$ cat src/rtl/idu_stage_pkg.sv
// Shared decode constants for the idu_stage slice: info-bus layout,
// group codes, op-bit indices, opcode constants and the decoder result record.
// Optional feature macro used by the slice: IDU_RVM_EN (M-extension decode).
package idu_stage_pkg;

    // Info bus layout: group code in the low bits, one-hot op flags above it
    localparam int DECINFO_GRP_WIDTH = 3;
    localparam int DECINFO_WIDTH     = 16;

    typedef enum logic [2:0] {
        GRP_NONE   = 3'd0,
        GRP_ALU    = 3'd1,
        GRP_BJP    = 3'd2,
        GRP_MULDIV = 3'd3,
        GRP_CSR    = 3'd4,
        GRP_MEM    = 3'd5,
        GRP_SYS    = 3'd6
    } dec_group_e;

    // ALU group op bits
    localparam int ALU_ADD    = 3;
    localparam int ALU_SUB    = 4;
    localparam int ALU_XOR    = 5;
    localparam int ALU_OR     = 6;
    localparam int ALU_AND    = 7;
    localparam int ALU_SLL    = 8;
    localparam int ALU_SRL    = 9;
    localparam int ALU_SRA    = 10;
    localparam int ALU_SLT    = 11;
    localparam int ALU_SLTU   = 12;
    localparam int ALU_LUI    = 13;
    localparam int ALU_AUIPC  = 14;
    localparam int ALU_OP2IMM = 15;

    // Branch/jump group op bits
    localparam int BJP_JAL  = 3;
    localparam int BJP_JALR = 4;
    localparam int BJP_BEQ  = 5;
    localparam int BJP_BNE  = 6;
    localparam int BJP_BLT  = 7;
    localparam int BJP_BGE  = 8;
    localparam int BJP_BLTU = 9;
    localparam int BJP_BGEU = 10;

    // Multiply/divide group op bits, ordered to match funct3
    localparam int MD_MUL    = 3;
    localparam int MD_MULH   = 4;
    localparam int MD_MULHSU = 5;
    localparam int MD_MULHU  = 6;
    localparam int MD_DIV    = 7;
    localparam int MD_DIVU   = 8;
    localparam int MD_REM    = 9;
    localparam int MD_REMU   = 10;

    // CSR group op bits; RS1IMM marks the zimm forms
    localparam int CSR_CSRRW  = 3;
    localparam int CSR_CSRRS  = 4;
    localparam int CSR_CSRRC  = 5;
    localparam int CSR_RS1IMM = 6;

    // Memory group op bits; size is funct3[1:0], unsigned is funct3[2]
    localparam int MEM_LOAD     = 3;
    localparam int MEM_STORE    = 4;
    localparam int MEM_SIZE_LSB = 5;
    localparam int MEM_UNSIGNED = 7;

    // System group op bits
    localparam int SYS_ECALL  = 3;
    localparam int SYS_EBREAK = 4;
    localparam int SYS_MRET   = 5;
    localparam int SYS_WFI    = 6;
    localparam int SYS_FENCE  = 7;
    localparam int SYS_FENCEI = 8;

    // Major opcodes
    localparam logic [6:0] INST_OP_LUI    = 7'b0110111;
    localparam logic [6:0] INST_OP_AUIPC  = 7'b0010111;
    localparam logic [6:0] INST_OP_JAL    = 7'b1101111;
    localparam logic [6:0] INST_OP_JALR   = 7'b1100111;
    localparam logic [6:0] INST_OP_BRANCH = 7'b1100011;
    localparam logic [6:0] INST_OP_LOAD   = 7'b0000011;
    localparam logic [6:0] INST_OP_STORE  = 7'b0100011;
    localparam logic [6:0] INST_OP_IMM    = 7'b0010011;
    localparam logic [6:0] INST_OP_OP     = 7'b0110011;
    localparam logic [6:0] INST_OP_FENCE  = 7'b0001111;
    localparam logic [6:0] INST_OP_SYSTEM = 7'b1110011;

    // Fixed system encodings
    localparam logic [31:0] INST_ECALL  = 32'h0000_0073;
    localparam logic [31:0] INST_EBREAK = 32'h0010_0073;
    localparam logic [31:0] INST_MRET   = 32'h3020_0073;
    localparam logic [31:0] INST_WFI    = 32'h1050_0073;

    // Everything the stage needs to know about one decoded instruction
    typedef struct packed {
        logic [DECINFO_WIDTH-1:0] info;
        logic [31:0]              imm;
        logic [4:0]               rs1_addr;
        logic [4:0]               rs2_addr;
        logic [4:0]               rd_addr;
        logic                     use_rs1;
        logic                     use_rs2;
        logic                     rd_we;
        logic                     is_load;
        logic                     illegal;
    } dec_result_t;

    // Info bus with only the group code filled in
    function automatic logic [DECINFO_WIDTH-1:0] grp_info(input dec_group_e grp);
        logic [DECINFO_WIDTH-1:0] r;
        r = '0;
        r[DECINFO_GRP_WIDTH-1:0] = grp;
        return r;
    endfunction

endpackage

$ cat src/rtl/idu_stage_dec.sv
// Combinational single-instruction RV32I decoder (plus M extension when
// IDU_RVM_EN is defined). Unsupported encodings come out as illegal with
// an empty info bus, no register reads and no rd write.
module idu_dec
    import idu_stage_pkg::*;
(
    input  logic [31:0] inst,
    output dec_result_t dec
);

    logic [6:0]  opcode;
    logic [2:0]  funct3;
    logic [6:0]  funct7;
    logic [4:0]  rd;
    logic [4:0]  rs1;
    logic [4:0]  rs2;
    logic [31:0] imm_i;
    logic [31:0] imm_s;
    logic [31:0] imm_b;
    logic [31:0] imm_u;
    logic [31:0] imm_j;
    logic [31:0] imm_csr;
    logic [31:0] imm_shamt;

    assign opcode    = inst[6:0];
    assign rd        = inst[11:7];
    assign funct3    = inst[14:12];
    assign rs1       = inst[19:15];
    assign rs2       = inst[24:20];
    assign funct7    = inst[31:25];
    assign imm_i     = {{20{inst[31]}}, inst[31:20]};
    assign imm_s     = {{20{inst[31]}}, inst[31:25], inst[11:7]};
    assign imm_b     = {{19{inst[31]}}, inst[31], inst[7], inst[30:25], inst[11:8], 1'b0};
    assign imm_u     = {inst[31:12], 12'd0};
    assign imm_j     = {{11{inst[31]}}, inst[31], inst[19:12], inst[20], inst[30:21], 1'b0};
    assign imm_csr   = {20'd0, inst[31:20]};
    assign imm_shamt = {27'd0, inst[24:20]};

    logic                     legal;
    logic                     use_rs1;
    logic                     use_rs2;
    logic                     has_rd;
    logic                     is_load;
    logic [DECINFO_WIDTH-1:0] info;
    logic [31:0]              imm;

    // Classify the encoding and collect raw decode fields before legality masking
    always_comb begin
        legal   = 1'b0;
        use_rs1 = 1'b0;
        use_rs2 = 1'b0;
        has_rd  = 1'b0;
        is_load = 1'b0;
        info    = '0;
        imm     = '0;
        case (opcode)
            INST_OP_LUI: begin
                legal  = 1'b1;
                has_rd = 1'b1;
                imm    = imm_u;
                info   = grp_info(GRP_ALU);
                info[ALU_LUI] = 1'b1;
            end
            INST_OP_AUIPC: begin
                legal  = 1'b1;
                has_rd = 1'b1;
                imm    = imm_u;
                info   = grp_info(GRP_ALU);
                info[ALU_AUIPC] = 1'b1;
            end
            INST_OP_JAL: begin
                legal  = 1'b1;
                has_rd = 1'b1;
                imm    = imm_j;
                info   = grp_info(GRP_BJP);
                info[BJP_JAL] = 1'b1;
            end
            INST_OP_JALR: begin
                legal   = (funct3 == 3'b000);
                use_rs1 = 1'b1;
                has_rd  = 1'b1;
                imm     = imm_i;
                info    = grp_info(GRP_BJP);
                info[BJP_JALR] = 1'b1;
            end
            INST_OP_BRANCH: begin
                legal   = 1'b1;
                use_rs1 = 1'b1;
                use_rs2 = 1'b1;
                imm     = imm_b;
                info    = grp_info(GRP_BJP);
                case (funct3)
                    3'b000:  info[BJP_BEQ]  = 1'b1;
                    3'b001:  info[BJP_BNE]  = 1'b1;
                    3'b100:  info[BJP_BLT]  = 1'b1;
                    3'b101:  info[BJP_BGE]  = 1'b1;
                    3'b110:  info[BJP_BLTU] = 1'b1;
                    3'b111:  info[BJP_BGEU] = 1'b1;
                    default: legal = 1'b0;
                endcase
            end
            INST_OP_LOAD: begin
                legal   = (funct3 != 3'b011) && (funct3 != 3'b110) && (funct3 != 3'b111);
                use_rs1 = 1'b1;
                has_rd  = 1'b1;
                is_load = 1'b1;
                imm     = imm_i;
                info    = grp_info(GRP_MEM);
                info[MEM_LOAD] = 1'b1;
                info[MEM_SIZE_LSB+1:MEM_SIZE_LSB] = funct3[1:0];
                info[MEM_UNSIGNED] = funct3[2];
            end
            INST_OP_STORE: begin
                legal   = (funct3 == 3'b000) || (funct3 == 3'b001) || (funct3 == 3'b010);
                use_rs1 = 1'b1;
                use_rs2 = 1'b1;
                imm     = imm_s;
                info    = grp_info(GRP_MEM);
                info[MEM_STORE] = 1'b1;
                info[MEM_SIZE_LSB+1:MEM_SIZE_LSB] = funct3[1:0];
            end
            INST_OP_IMM: begin
                legal   = 1'b1;
                use_rs1 = 1'b1;
                has_rd  = 1'b1;
                imm     = imm_i;
                info    = grp_info(GRP_ALU);
                info[ALU_OP2IMM] = 1'b1;
                case (funct3)
                    3'b000: info[ALU_ADD]  = 1'b1;
                    3'b010: info[ALU_SLT]  = 1'b1;
                    3'b011: info[ALU_SLTU] = 1'b1;
                    3'b100: info[ALU_XOR]  = 1'b1;
                    3'b110: info[ALU_OR]   = 1'b1;
                    3'b111: info[ALU_AND]  = 1'b1;
                    3'b001: begin
                        imm   = imm_shamt;
                        legal = (funct7 == 7'b0000000);
                        info[ALU_SLL] = 1'b1;
                    end
                    default: begin
                        imm = imm_shamt;
                        if (funct7 == 7'b0000000) begin
                            info[ALU_SRL] = 1'b1;
                        end else if (funct7 == 7'b0100000) begin
                            info[ALU_SRA] = 1'b1;
                        end else begin
                            legal = 1'b0;
                        end
                    end
                endcase
            end
            INST_OP_OP: begin
                use_rs1 = 1'b1;
                use_rs2 = 1'b1;
                has_rd  = 1'b1;
                if (funct7 == 7'b0000000) begin
                    legal = 1'b1;
                    info  = grp_info(GRP_ALU);
                    case (funct3)
                        3'b000:  info[ALU_ADD]  = 1'b1;
                        3'b001:  info[ALU_SLL]  = 1'b1;
                        3'b010:  info[ALU_SLT]  = 1'b1;
                        3'b011:  info[ALU_SLTU] = 1'b1;
                        3'b100:  info[ALU_XOR]  = 1'b1;
                        3'b101:  info[ALU_SRL]  = 1'b1;
                        3'b110:  info[ALU_OR]   = 1'b1;
                        default: info[ALU_AND]  = 1'b1;
                    endcase
                end else if (funct7 == 7'b0100000 && funct3 == 3'b000) begin
                    legal = 1'b1;
                    info  = grp_info(GRP_ALU);
                    info[ALU_SUB] = 1'b1;
                end else if (funct7 == 7'b0100000 && funct3 == 3'b101) begin
                    legal = 1'b1;
                    info  = grp_info(GRP_ALU);
                    info[ALU_SRA] = 1'b1;
                end
`ifdef IDU_RVM_EN
                else if (funct7 == 7'b0000001) begin
                    legal = 1'b1;
                    info  = grp_info(GRP_MULDIV);
                    info[MD_MUL + int'(funct3)] = 1'b1;
                end
`endif
            end
            INST_OP_FENCE: begin
                info = grp_info(GRP_SYS);
                if (funct3 == 3'b000) begin
                    legal = 1'b1;
                    info[SYS_FENCE] = 1'b1;
                end else if (funct3 == 3'b001) begin
                    legal = 1'b1;
                    info[SYS_FENCEI] = 1'b1;
                end
            end
            INST_OP_SYSTEM: begin
                if (funct3 == 3'b000) begin
                    info  = grp_info(GRP_SYS);
                    legal = 1'b1;
                    if (inst == INST_ECALL) begin
                        info[SYS_ECALL] = 1'b1;
                    end else if (inst == INST_EBREAK) begin
                        info[SYS_EBREAK] = 1'b1;
                    end else if (inst == INST_MRET) begin
                        info[SYS_MRET] = 1'b1;
                    end else if (inst == INST_WFI) begin
                        info[SYS_WFI] = 1'b1;
                    end else begin
                        legal = 1'b0;
                    end
                end else if (funct3 != 3'b100) begin
                    legal   = 1'b1;
                    has_rd  = 1'b1;
                    use_rs1 = ~funct3[2];
                    imm     = imm_csr;
                    info    = grp_info(GRP_CSR);
                    info[CSR_RS1IMM] = funct3[2];
                    case (funct3[1:0])
                        2'b01:   info[CSR_CSRRW] = 1'b1;
                        2'b10:   info[CSR_CSRRS] = 1'b1;
                        default: info[CSR_CSRRC] = 1'b1;
                    endcase
                end
            end
            default: begin
                legal = 1'b0;
            end
        endcase
    end

    // Mask everything for illegal encodings; rd writes to x0 are suppressed
    always_comb begin
        dec = '0;
        if (legal) begin
            dec.info     = info;
            dec.imm      = imm;
            dec.use_rs1  = use_rs1;
            dec.use_rs2  = use_rs2;
            dec.rs1_addr = use_rs1 ? rs1 : 5'd0;
            dec.rs2_addr = use_rs2 ? rs2 : 5'd0;
            dec.rd_we    = has_rd && (rd != 5'd0);
            dec.rd_addr  = (has_rd && (rd != 5'd0)) ? rd : 5'd0;
            dec.is_load  = is_load;
        end else begin
            dec.illegal  = 1'b1;
        end
    end

endmodule

$ cat src/rtl/idu_stage.sv
// Registered decode stage: instruction queue, head decode, load-use hazard
// detection and a valid/ready output register towards id_ex.
// Optional feature macro: IDU_RVM_EN (passed through to the idu_dec decoder).
module idu_stage
    import idu_stage_pkg::*;
#(
    parameter int FIFO_DEPTH = 2
)
(
    input  logic                     clk,
    input  logic                     rst_n,
    input  logic                     inst_valid_i,
    output logic                     inst_ready_o,
    input  logic [31:0]              inst_i,
    input  logic [31:0]              inst_addr_i,
    input  logic                     flush_i,
    input  logic                     ex_load_valid_i,
    input  logic [4:0]               ex_load_rd_i,
    output logic [4:0]               rs1_raddr_o,
    output logic [4:0]               rs2_raddr_o,
    input  logic [31:0]              rs1_rdata_i,
    input  logic [31:0]              rs2_rdata_i,
    output logic                     stall_o,
    output logic                     dec_valid_o,
    input  logic                     dec_ready_i,
    output logic [31:0]              inst_o,
    output logic [31:0]              dec_pc_o,
    output logic [31:0]              dec_imm_o,
    output logic [31:0]              rs1_rdata_o,
    output logic [31:0]              rs2_rdata_o,
    output logic [DECINFO_WIDTH-1:0] dec_info_bus_o,
    output logic [4:0]               rd_waddr_o,
    output logic                     rd_we_o,
    output logic                     illegal_o
);

    localparam int PTR_W = (FIFO_DEPTH > 1) ? $clog2(FIFO_DEPTH) : 1;
    localparam int CNT_W = PTR_W + 1;

    logic [31:0]      q_inst [FIFO_DEPTH];
    logic [31:0]      q_pc   [FIFO_DEPTH];
    logic [PTR_W-1:0] wr_ptr;
    logic [PTR_W-1:0] rd_ptr;
    logic [CNT_W-1:0] count;

    logic        head_valid;
    logic [31:0] head_inst;
    logic [31:0] head_pc;
    dec_result_t head_dec;
    logic        hazard;
    logic        advance;
    logic        push;
    logic        pop;
    logic        out_is_load;

    assign head_valid   = (count != '0);
    assign head_inst    = q_inst[rd_ptr];
    assign head_pc      = q_pc[rd_ptr];
    assign inst_ready_o = (count != CNT_W'(FIFO_DEPTH));
    assign push         = inst_valid_i && inst_ready_o && !flush_i;
    assign advance      = head_valid && !hazard && (!dec_valid_o || dec_ready_i);
    assign pop          = advance && !flush_i;
    assign stall_o      = head_valid && hazard;
    assign rs1_raddr_o  = head_valid ? head_dec.rs1_addr : 5'd0;
    assign rs2_raddr_o  = head_valid ? head_dec.rs2_addr : 5'd0;

    idu_dec u_dec (
        .inst (head_inst),
        .dec  (head_dec)
    );

    // Head source registers against the load in EX and the load waiting in the output register
    always_comb begin
        logic hit1;
        logic hit2;
        hit1 = (ex_load_valid_i && (ex_load_rd_i == head_dec.rs1_addr))
            || (dec_valid_o && out_is_load && (rd_waddr_o == head_dec.rs1_addr));
        hit2 = (ex_load_valid_i && (ex_load_rd_i == head_dec.rs2_addr))
            || (dec_valid_o && out_is_load && (rd_waddr_o == head_dec.rs2_addr));
        hazard = (head_dec.use_rs1 && (head_dec.rs1_addr != 5'd0) && hit1)
              || (head_dec.use_rs2 && (head_dec.rs2_addr != 5'd0) && hit2);
    end

    // Queue storage; contents are only meaningful below count so no reset is needed
    always_ff @(posedge clk) begin
        if (push) begin
            q_inst[wr_ptr] <= inst_i;
            q_pc[wr_ptr]   <= inst_addr_i;
        end
    end

    // Queue pointers and occupancy; flush drops every queued entry
    always_ff @(posedge clk or negedge rst_n) begin
        if (!rst_n) begin
            wr_ptr <= '0;
            rd_ptr <= '0;
            count  <= '0;
        end else if (flush_i) begin
            wr_ptr <= '0;
            rd_ptr <= '0;
            count  <= '0;
        end else begin
            if (push) begin
                wr_ptr <= wr_ptr + 1'b1;
            end
            if (pop) begin
                rd_ptr <= rd_ptr + 1'b1;
            end
            case ({push, pop})
                2'b10:   count <= count + 1'b1;
                2'b01:   count <= count - 1'b1;
                default: count <= count;
            endcase
        end
    end

    // Output register: load on advance, empty when taken without refill, hold under back-pressure
    always_ff @(posedge clk or negedge rst_n) begin
        if (!rst_n) begin
            dec_valid_o    <= 1'b0;
            inst_o         <= '0;
            dec_pc_o       <= '0;
            dec_imm_o      <= '0;
            rs1_rdata_o    <= '0;
            rs2_rdata_o    <= '0;
            dec_info_bus_o <= '0;
            rd_waddr_o     <= '0;
            rd_we_o        <= 1'b0;
            illegal_o      <= 1'b0;
            out_is_load    <= 1'b0;
        end else if (flush_i) begin
            dec_valid_o    <= 1'b0;
        end else if (advance) begin
            dec_valid_o    <= 1'b1;
            inst_o         <= head_inst;
            dec_pc_o       <= head_pc;
            dec_imm_o      <= head_dec.imm;
            rs1_rdata_o    <= rs1_rdata_i;
            rs2_rdata_o    <= rs2_rdata_i;
            dec_info_bus_o <= head_dec.info;
            rd_waddr_o     <= head_dec.rd_addr;
            rd_we_o        <= head_dec.rd_we;
            illegal_o      <= head_dec.illegal;
            out_is_load    <= head_dec.is_load;
        end else if (dec_ready_i) begin
            dec_valid_o    <= 1'b0;
        end
    end

endmodule

$ cat config.mk
export PLATFORM = sky130hd
export DESIGN_NAME = idu_stage
export DESIGN_NICKNAME = d
export VERILOG_FILES = /design/src/rtl/idu_stage_pkg.sv /design/src/rtl/idu_stage_dec.sv /design/src/rtl/idu_stage.sv
export SDC_FILE = /design/constraint.sdc
export NUM_CORES = 1
export LEC_CHECK = 0
export ABC_AREA = 1
export CAP_MARGIN = 20
export CORE_ASPECT_RATIO = 0.9
export CORE_MARGIN = 8
export CORE_UTILIZATION = 48
export DETAILED_ROUTE_END_ITERATION = 12
export PLACE_DENSITY = 0.82
export SLEW_MARGIN = 10
export SYNTH_ARGS = -nofsm -noshare
export SYNTH_HDL_FRONTEND = slang
export SYNTH_SLANG_ARGS = --single-unit
$ cat constraint.sdc
create_clock -name clk -period 8.35 [get_ports clk]
set_clock_uncertainty 0.1 [all_clocks]
set_input_delay 1.67 -clock clk [delete_from_list [all_inputs] [get_ports clk]]
set_output_delay 1.67 -clock clk [all_outputs]
set_load 0.05 [all_outputs]
==> reports/metrics.csv, run 1 <==
metric,value,unit
cap_violations,0,
r2r-end,dec_pc_o[9],
antennaDiodeCount,0,
cts_tree,done,
initial_core_util,0.485,
netlist.area_leader.share,0.339,
grt_pass1_vias,11700,
route.detailed.drc,0,
die_w,196,µm
wirelength,43300,µm
fmax,138,MHz
antenna_found_initial,4,
initialDrtViolationCount,954,
status,"complete, no violations",
dr.pass1.iters,5,
rows,59,
ys_seq_elements,317,
critPathLaunch,rd_ptr,
grt_max_degree,112,
setup_tns,0,ns
end_kind,output port,
syn_area,0.0140,mm²
synth.area.top_cells,"dfrtp_1 34%, edfxtp_1 28%, nand2_1 16%",
r2r_slack,1.96,ns
cts_sinks,317,
crit_required,6.58,ns
powerDensity,382,mW/mm²
portBuffers,334,
clk_latency,0.52,ns
start_kind,flip-flop,
clk_pin_slew,0.06,ns
cts_buffers,35,
yosysWarnings,0,
final_max_slew_viol_count,0,
worstRegToRegCells,29,
finalCritPeriodShare,0.871,
viasPerCell,5.24,
yosysTopAreaCell,dfrtp_1,
grt_setup_unrepaired,false,
cts_buffer_depth,3,
r2r_start,rd_ptr,
vias,11600,
hold_viol_final,0,
root_buffer,clkbuf_16,
fillerInstances,2282,
hold_buffers,0,
ir_worst_vdd,0.258,mV
syn_inst,1507,
num_io_pins,335,
p_leak,8.24,nW
path_max_fanout,51,
wire_per_inst,19.5,µm
place.gp.congestion,0.955,
yosysUniqueCellTypes,43,
fin_ws,1.08,ns
fin_nets,1967,
hold_class,flip-flop to flip-flop,
grt_pass1_wl,66800,µm
antenna_left,0,
drive_gt1_frac,0.0632,
hold-worst-slack,0.377,ns
maxSlewHeadroom,0.302,
die_h,178,µm
worst_slew_pin_slew,1.04,ns
pre_cts_slack,1.66,ns
core_area,0.0288,mm²
timing_worst_setup_path_type,flip-flop to output port,
crit_path_end,stall_o,
hpwlAfterDp,32200,µm
setup_violations,0,
cts_setup_buffers,0,
htree_levels,2,
grtUsageTotal,0.245,
ctsResizeCount,0,
seq_area_frac_synth,0.614,
dieArea,0.0348,mm²
grt_remaining_overflow,0,
period_minus_slack,7.27,ns
syn_to_final_growth,33.4,%
synth_nets,1650,
cp.arrival,5.50,ns
syn_area_per_cell,9.26,µm²
cells by family after synthesis:
family / Yosys count / synth area share
AOI/OAI and AO/OA: 171 / 0.0819
xor gates and xnor gates: 1 / 0.000628
adders and majority gates: 4 / 0.00359
buffers and inverters: 171 / 0.0602
DFF: 317 / 0.614
and+or+nand+nor: 843 / 0.239
Yosys cell counts, drive strengths merged:
cell type	n
a211oi	2
a21oi	32
a221oi	3
a22oi	5
a311oi	1
a31oi	6
and2	1
buf	56
clkbuf	9
clkinv	1
dfrtp	189
edfxtp	128
ha	4
inv	105
nand2	604
nand3	53
nand3b	1
nand4	5
nor2	164
nor3	11
nor4	3
o2111ai	3
o211ai	2
o21a	3
o21ai	76
o21bai	1
o22ai	5
o31ai	32
or2	1
xnor2	1
worst max-delay path: stages, from the launching register on:
cell and delay [ns]:
dfrtp_2 0.67, inv_6 0.25, nand2_1 0.11, nand2_1 0.18, inv_1 0.16, ha_1 0.25, nand3_1 0.23, inv_2 0.25
nand2_1 0.08, nor2_1 0.10, nand3_1 0.08, nor2_1 0.16, nor2_1 0.07, nand2_1 0.06, nand2_1 0.05, nand3_2 0.50
nand2_1 0.20, nand2_1 0.11, nand2_1 0.05, nor2_1 0.11, nand3_1 0.09, nand2_1 0.08, nand2_1 0.07, a21oi_1 0.13
clkdlybuf4s50_1 0.90
through the flow:
step,utilization,power [mW],area (µm²),std cells
floorplan,-,4.46,14000,1507
global placement,0.605,5.50,17400,2153
detailed placement,0.605,5.56,17400,2153
CTS,0.647,7.15,18600,2217
global route,0.647,7.47,18600,2217
finish,0.647,7.11,18600,2217
layer usage:
layer  global-route usage  wire [µm]  vias to the layer above
met5                    0         49                        -
met3               0.0701       4070                       94
met4               0.0956       1450                        8
met1                0.317      17700                     5471
li1                     -          -                     5510
met2                0.388      20000                      536
flip-flops by register name (all words and copies together), names as in the netlist:
signal	flops
count	2
dec_imm_o	32
dec_info_bus_o	16
dec_pc_o	32
dec_valid_o	1
illegal_o	1
inst_o	32
out_is_load	1
q_inst	64
q_pc	64
rd_ptr	1
rd_waddr_o	5
rd_we_o	1
rs1_rdata_o	32
rs2_rdata_o	32
wr_ptr	1
report_power, final:
group          switching (mW)  internal, mW  total, mW
registers               0.228          2.01       2.24
clock network           0.598         0.970       1.57
logic                    2.36         0.949       3.31
layout by cell type (no fill, tap or decap), drive strengths merged, types with 2 or more instances in the layout:
master         instances
inv                  107
buf                   11
a22oi                  5
nand2                604
a21oi                 32
a211oi                 2
bufinv                 4
a221oi                 3
a31oi                  6
ha                     4
o2111ai                3
edfxtp               128
nor3                  11
clkinv                 5
o22ai                  5
clkbuf                55
clkdlybuf4s50        333
nor4                   3
o31ai                 32
dfrtp                189
nand4                  5
nor2                 164
o211ai                 2
nand3                 53
o21a                   3
o21ai                 76
how the worst min path moves through the flow:
stage	from	endpoint	slack, ns	cells past startpoint
floorplan	out_is_load	out_is_load	0.36	2
global placement	rs2_rdata_o[11]	rs2_rdata_o[11]	0.36	2
detailed placement	rs2_rdata_o[1]	rs2_rdata_o[1]	0.36	2
CTS	rs2_rdata_o[20]	rs2_rdata_o[20]	0.38	2
global route	rs1_rdata_o[25]	rs1_rdata_o[25]	0.40	2
finish	rs2_rdata_o[20]	rs2_rdata_o[20]	0.38	2
layout make-up:
cell class                 instances  area, µm²  share of cell area
timing repair buffer             345       3430               0.184
clock inverter                    10        171             0.00921
tap                              366        458              0.0246
sequential                       317       8570               0.461
multi-input combinational       1019       4560               0.245
clock buffer                      54       1020              0.0547
inverter                         106        403              0.0216
No activity file was read; power rests on OpenSTA's default activity.
==> run 2: changes to the inputs <==
RECOVER_POWER = 50   (was unset)
==> reports/metrics.csv, run 2 (synthesis results as in run 1) <==
metric,value,unit,change
fin_cells,2221,,+0.18%
grt_use_met3,0.0701,,unchanged
path_max_fanout,51,,unchanged
die_w,196,µm,unchanged
root_buffer,clkbuf_16,,
viasPerCell,5.27,,+0.50%
hold_class,flip-flop to flip-flop,,
drive_gt1_frac,0.0616,,-0.00162
antenna_left,0,,unchanged
dr.pass1.iters,6,,+1
holdPathStages,2,,unchanged
powerDensity,379,mW/mm²,-0.81%
htree_levels,2,,unchanged
core_area,0.0288,mm²,unchanged
r2r_slack,1.96,ns,about the same
fillerInstances,2284,,+0.088%
initialDrtViolationCount,934,,-2.1%
die_h,178,µm,unchanged
pre_cts_slack,1.66,ns,unchanged
end_kind,output port,,
grt_remaining_overflow,0,,unchanged
status,"complete, but fails checks",,
worstRegToRegCells,29,,unchanged
regArea,0.00857,mm²,unchanged
route.detailed.drc,0,,unchanged
start_kind,flip-flop,,
timing_worst_setup_path_type,flip-flop to output port,,
setup_violations,0,,unchanged
cts_setup_buffers,0,,unchanged
worst_slew_pin_slew,5.32,ns,+4.28 ns
cts_sinks,317,,unchanged
crit_path_end,stall_o,,
syn_to_final_growth,33.3,%,about the same
wirelength,43200,µm,-0.15%
grt_pass1_wl,66800,µm,unchanged
fmax,137,MHz,-0.12%
grt_max_degree,112,,unchanged
hpwlAfterDp,32200,µm,unchanged
initial_core_util,0.485,,unchanged
wire_per_inst,19.5,µm,-0.33%
ctsResizeCount,0,,unchanged
dieArea,0.0348,mm²,unchanged
cts_buffer_depth,3,,unchanged
cts_buffers,35,,unchanged
setup_tns,0,ns,unchanged
finalCritPeriodShare,0.872,,+0.00105
rows,59,,unchanged
cp.arrival,5.51,ns,about the same
grtUsageMet1,0.317,,unchanged
cts_tree,done,,
portBuffers,334,,unchanged
final_common_cell,nand2_1,,
final_util,0.646,,about the same
period_minus_slack,7.28,ns,+0.00874 ns
reg.largest.list,"q_inst x64, q_pc x64",,
fin_ws,1.07,ns,-0.00874 ns
clk_pin_slew,0.06,ns,about the same
fin_nets,1967,,unchanged
r2r-end,dec_pc_o[9],,
violations,"capacitance limit, slew limit",,
num_io_pins,335,,unchanged
cap_violations,1,,+1
grtUsageTotal,0.245,,unchanged
place.gp.congestion,0.955,,unchanged
multi_input_area,0.00454,mm²,-0.33%
r2r_start,rd_ptr,,
final_max_slew_viol_count,112,,+112
ir_worst_vdd,0.258,mV,-0.22%
vias,11700,,+0.68%
grt_setup_unrepaired,false,,
hold_buffers,0,,unchanged
crit_required,6.58,ns,about the same
maxSlewHeadroom,-2.55,,-2.85
critPathLaunch,rd_ptr,,
grt_busiest_layer,met2,,
grt_use_met2,0.388,,unchanged
mostFrequentLayoutCells,"600 x nand2_1, 200 x clkdlybuf4s50_1, 188 x dfrtp_1",,
p_leak,8.38,nW,+1.7%
clk_latency,0.52,ns,about the same
dp_cells,2153,,unchanged
grt_pass1_vias,11700,,unchanged
antenna_found_initial,10,,+6
hold_viol_final,0,,unchanged
-- run 2: cell types whose count changed in the layout (fill, tap and decap cells not counted), sizes merged --
cell,delta
diode,+4
buf,-1
dlygate4sd3,+133
clkdlybuf4s25,+1
clkdlybuf4s50,-133
-- run 2: cell type report --
cell class	count	share of cell area
Multi-Input combinational cell	1019	0.244
Sequential cell	317	0.461
Clock buffer	54	0.0547
Antenna cell	4	0.000538
Clock inverter	10	0.00921
Tap cell	366	0.0246
Inverter	106	0.0217
Timing Repair Buffer	345	0.184
-- run 2: worst max-delay path: stages, from the launching register on --
cell	delay [ns]
dfrtp_2	0.68
inv_6	0.25
nand2_1	0.11
nand2_1	0.18
inv_1	0.16
ha_1	0.26
nand3_1	0.23
inv_2	0.25
nand2_1	0.08
nor2_1	0.10
nand3_1	0.08
nor2_1	0.17
nor2_1	0.07
nand2_1	0.06
nand2_1	0.05
nand3_2	0.49
nand2_1	0.22
nand2_1	0.11
nand2_1	0.05
nor2_1	0.12
nand3_1	0.09
nand2_1	0.08
nand2_1	0.07
a21oi_1	0.13
clkdlybuf4s50_1	0.89
-- run 2: worst min-delay path by stage --
stage,start,to
after global placement,rs2_rdata_o[11],rs2_rdata_o[11]
after CTS,rs2_rdata_o[20],rs2_rdata_o[20]
after global routing,rs1_rdata_o[25],rs1_rdata_o[25]
after detailed placement,rs2_rdata_o[1],rs2_rdata_o[1]
final,rs2_rdata_o[20],rs2_rdata_o[20]
after floorplan,out_is_load,out_is_load
-- run 2: through the flow --
step	cell area, µm²	hold WS (ns)	total power, mW
6_report	18600	0.371	7.05
5_1_grt	18600	0.391	7.41
4_1_cts	18600	0.380	7.15
3_5_place_dp	17400	0.365	5.56
3_3_place_gp	17400	0.361	5.50
2_1_floorplan	14000	0.359	4.46
-- run 2: where the power goes --
group | switching (mW) | internal [mW] | total [mW]
registers | 0.221 | 2.01 | 2.23
clock network | 0.595 | 0.970 | 1.57
logic | 2.35 | 0.901 | 3.25
total | 3.17 | 3.88 | 7.05
-- run 2: per-layer routing --
layer,part of all wire,vias to the layer above
met1,0.41,5504
met2,0.46,543
met5,0.0022,-
met3,0.092,111
met4,0.036,16
li1,-,5524
==> run 3: changes to the inputs <==
ABC_CLOCK_PERIOD_IN_PS = 8350   (was unset)
CTS_BUF_LIST = sky130_fd_sc_hd__clkbuf_4   (was unset)
CTS_CLUSTER_SIZE = 30   (was unset)
==> reports/metrics.csv, run 3 (synthesis results as in run 1) <==
metric,value,unit,change
hold_viol_final,0,,unchanged
cp_cell_sequence,inv_6 -> nand2_1 -> nand2_1 -> inv_1 -> ha_1 -> nand3_1 -> inv_2 -> nand2_1 -> nor2_1 -> nand3_1 -> nor2_1 -> nor2_1 -> nand2_1 -> nand2_1 -> nand3_2 -> nand2_1 -> nand2_1 -> nand2_1 -> nor2_1 -> nand3_1 -> nand2_1 -> nand2_1 -> a21oi_1 -> clkdlybuf4s50_1,,
fin_nets,2011,,+2.2%
final_common_cell,nand2_1,,
fin_cells,2295,,+3.3%
portBuffers,334,,unchanged
multi_input_area,0.00454,mm²,unchanged
htree_levels,3,,+1
min_from,rs1_rdata_o[17],,
final_max_slew_viol_count,293,,+160%
regArea,0.00857,mm²,unchanged
ir_worst_vdd,0.259,mV,+0.30%
clk_latency,0.71,ns,+0.19 ns
viasPerCell,5.20,,-1.3%
grtUsageTotal,0.248,,+0.00238
grt_pass1_wl,67100,µm,+0.44%
holdPathEnd,rs1_rdata_o[17],,
hold_buffers,0,,unchanged
wire_per_inst,19.0,µm,-2.5%
p_leak,8.27,nW,-1.4%
worst_slew_pin_slew,5.40,ns,+0.0829 ns
dp_cells,2153,,unchanged
dieArea,0.0348,mm²,unchanged
worstRegToRegCells,29,,unchanged
slowest_delay,0.90,ns,about the same
path_max_fanout,51,,unchanged
crit_path_top_delay_cell,clkdlybuf4s50_1,,
cts_buffer_depth,3,,unchanged
cts_setup_buffers,0,,unchanged
holdPathStages,2,,unchanged
hpwlAfterDp,32200,µm,unchanged
initial_core_util,0.485,,unchanged
start_kind,flip-flop,,
finalCritPeriodShare,0.895,,+0.0228
status,"complete, but fails checks",,
vias,11900,,+2.0%
cts_tree,done,,
num_io_pins,335,,unchanged
setup_tns,0,ns,unchanged
crit_required,6.58,ns,about the same
cts_buffers,79,,+130%
core_area,0.0288,mm²,unchanged
die_h,178,µm,unchanged
ctsResizeCount,0,,unchanged
crit_top_cell,nand2_1,,
powerDensity,370,mW/mm²,-2.4%
r2r_slack,1.94,ns,-0.02 ns
drive_gt1_frac,0.0987,,+0.0371
wirelength,43600,µm,+0.71%
rows,59,,unchanged
reg.largest.list,"q_inst x64, q_pc x64",,
antenna_found_initial,9,,-1
maxSlewHeadroom,-2.60,,-0.0553
clk_pin_slew,0.06,ns,about the same
r2r-end,dec_pc_o[7],,
end_kind,output port,,
fmax,134,MHz,-2.5%
grt_max_degree,112,,unchanged
cts_sinks,317,,unchanged
hold_class,flip-flop to flip-flop,,
die_w,196,µm,unchanged
cp.arrival,5.70,ns,+0.19 ns
timing_worst_setup_path_type,flip-flop to output port,,
fillerInstances,2334,,+2.2%
finalPower,6.80,mW,-3.6%
r2r_start,rd_ptr,,
grt_pass1_vias,11900,,+1.9%
setup_violations,0,,unchanged
violations,"capacitance limit, slew limit",,
place.gp.congestion,0.955,,unchanged
antenna_left,0,,unchanged
root_buffer,clkbuf_4,,
period_minus_slack,7.47,ns,+0.190 ns
mostFrequentLayoutCells,"600 x nand2_1, 268 x clkdlybuf4s50_1, 188 x dfrtp_1",,
grt_setup_unrepaired,false,,
syn_to_final_growth,31.8,%,
dr.pass1.iters,6,,unchanged
grt_remaining_overflow,0,,unchanged
cap_violations,4,,+3
route.detailed.drc,0,,unchanged
initialDrtViolationCount,883,,-5.5%
run 3: power by group:
group | switching (mW) | internal [mW] | total, mW
clock network | 0.608 | 0.664 | 1.27
logic | 2.35 | 0.941 | 3.29
registers | 0.223 | 2.01 | 2.24
run 3: per-stage QoR:
step	util	setup WS, ns	hold slack, ns	instance area, µm²
after global placement	0.605	1.86	0.361	17400
after detailed placement	0.605	1.66	0.365	17400
after CTS	0.639	0.888	0.382	18400
final	0.639	0.880	0.378	18400
after global routing	0.639	0.180	0.396	18400
after floorplan	-	2.92	0.359	14000
run 3: worst max-delay path: cells and delay by family, from the launching register on:
family | cells | cell delay [ns]
flops | 1 | 0.67
buf+inv | 4 | 1.56
simple gates | 18 | 2.35
fa+ha+maj | 1 | 0.26
compound gates | 1 | 0.13
run 3: layout make-up:
| type | instances | share of cell area |
|---|---|---|
| Sequential cell | 317 | 0.466 |
| Multi-Input combinational cell | 1019 | 0.247 |
| Timing Repair Buffer | 345 | 0.186 |
| Clock buffer | 122 | 0.0498 |
| Tap cell | 366 | 0.0249 |
| Inverter | 106 | 0.0219 |
| Clock inverter | 16 | 0.00381 |
| Antenna cell | 4 | 0.000544 |
run 3: worst max path at each step:
stage,startpoint,endpoint
6_report,rd_ptr,stall_o
5_1_grt,rst_n,rd_waddr_o[0]
4_1_cts,rd_ptr,stall_o
3_5_place_dp,rd_ptr,stall_o
3_3_place_gp,rd_ptr,stall_o
2_1_floorplan,rd_ptr,rs1_raddr_o[1]
run 3: per-layer routing:
metal  track usage  part of all wire  up-vias
met2         0.383              0.46      518
met4         0.110             0.037       12
li1              -                 -     5663
met1         0.320              0.42     5625
met3        0.0756             0.089      112
met5             0            0.0018        -
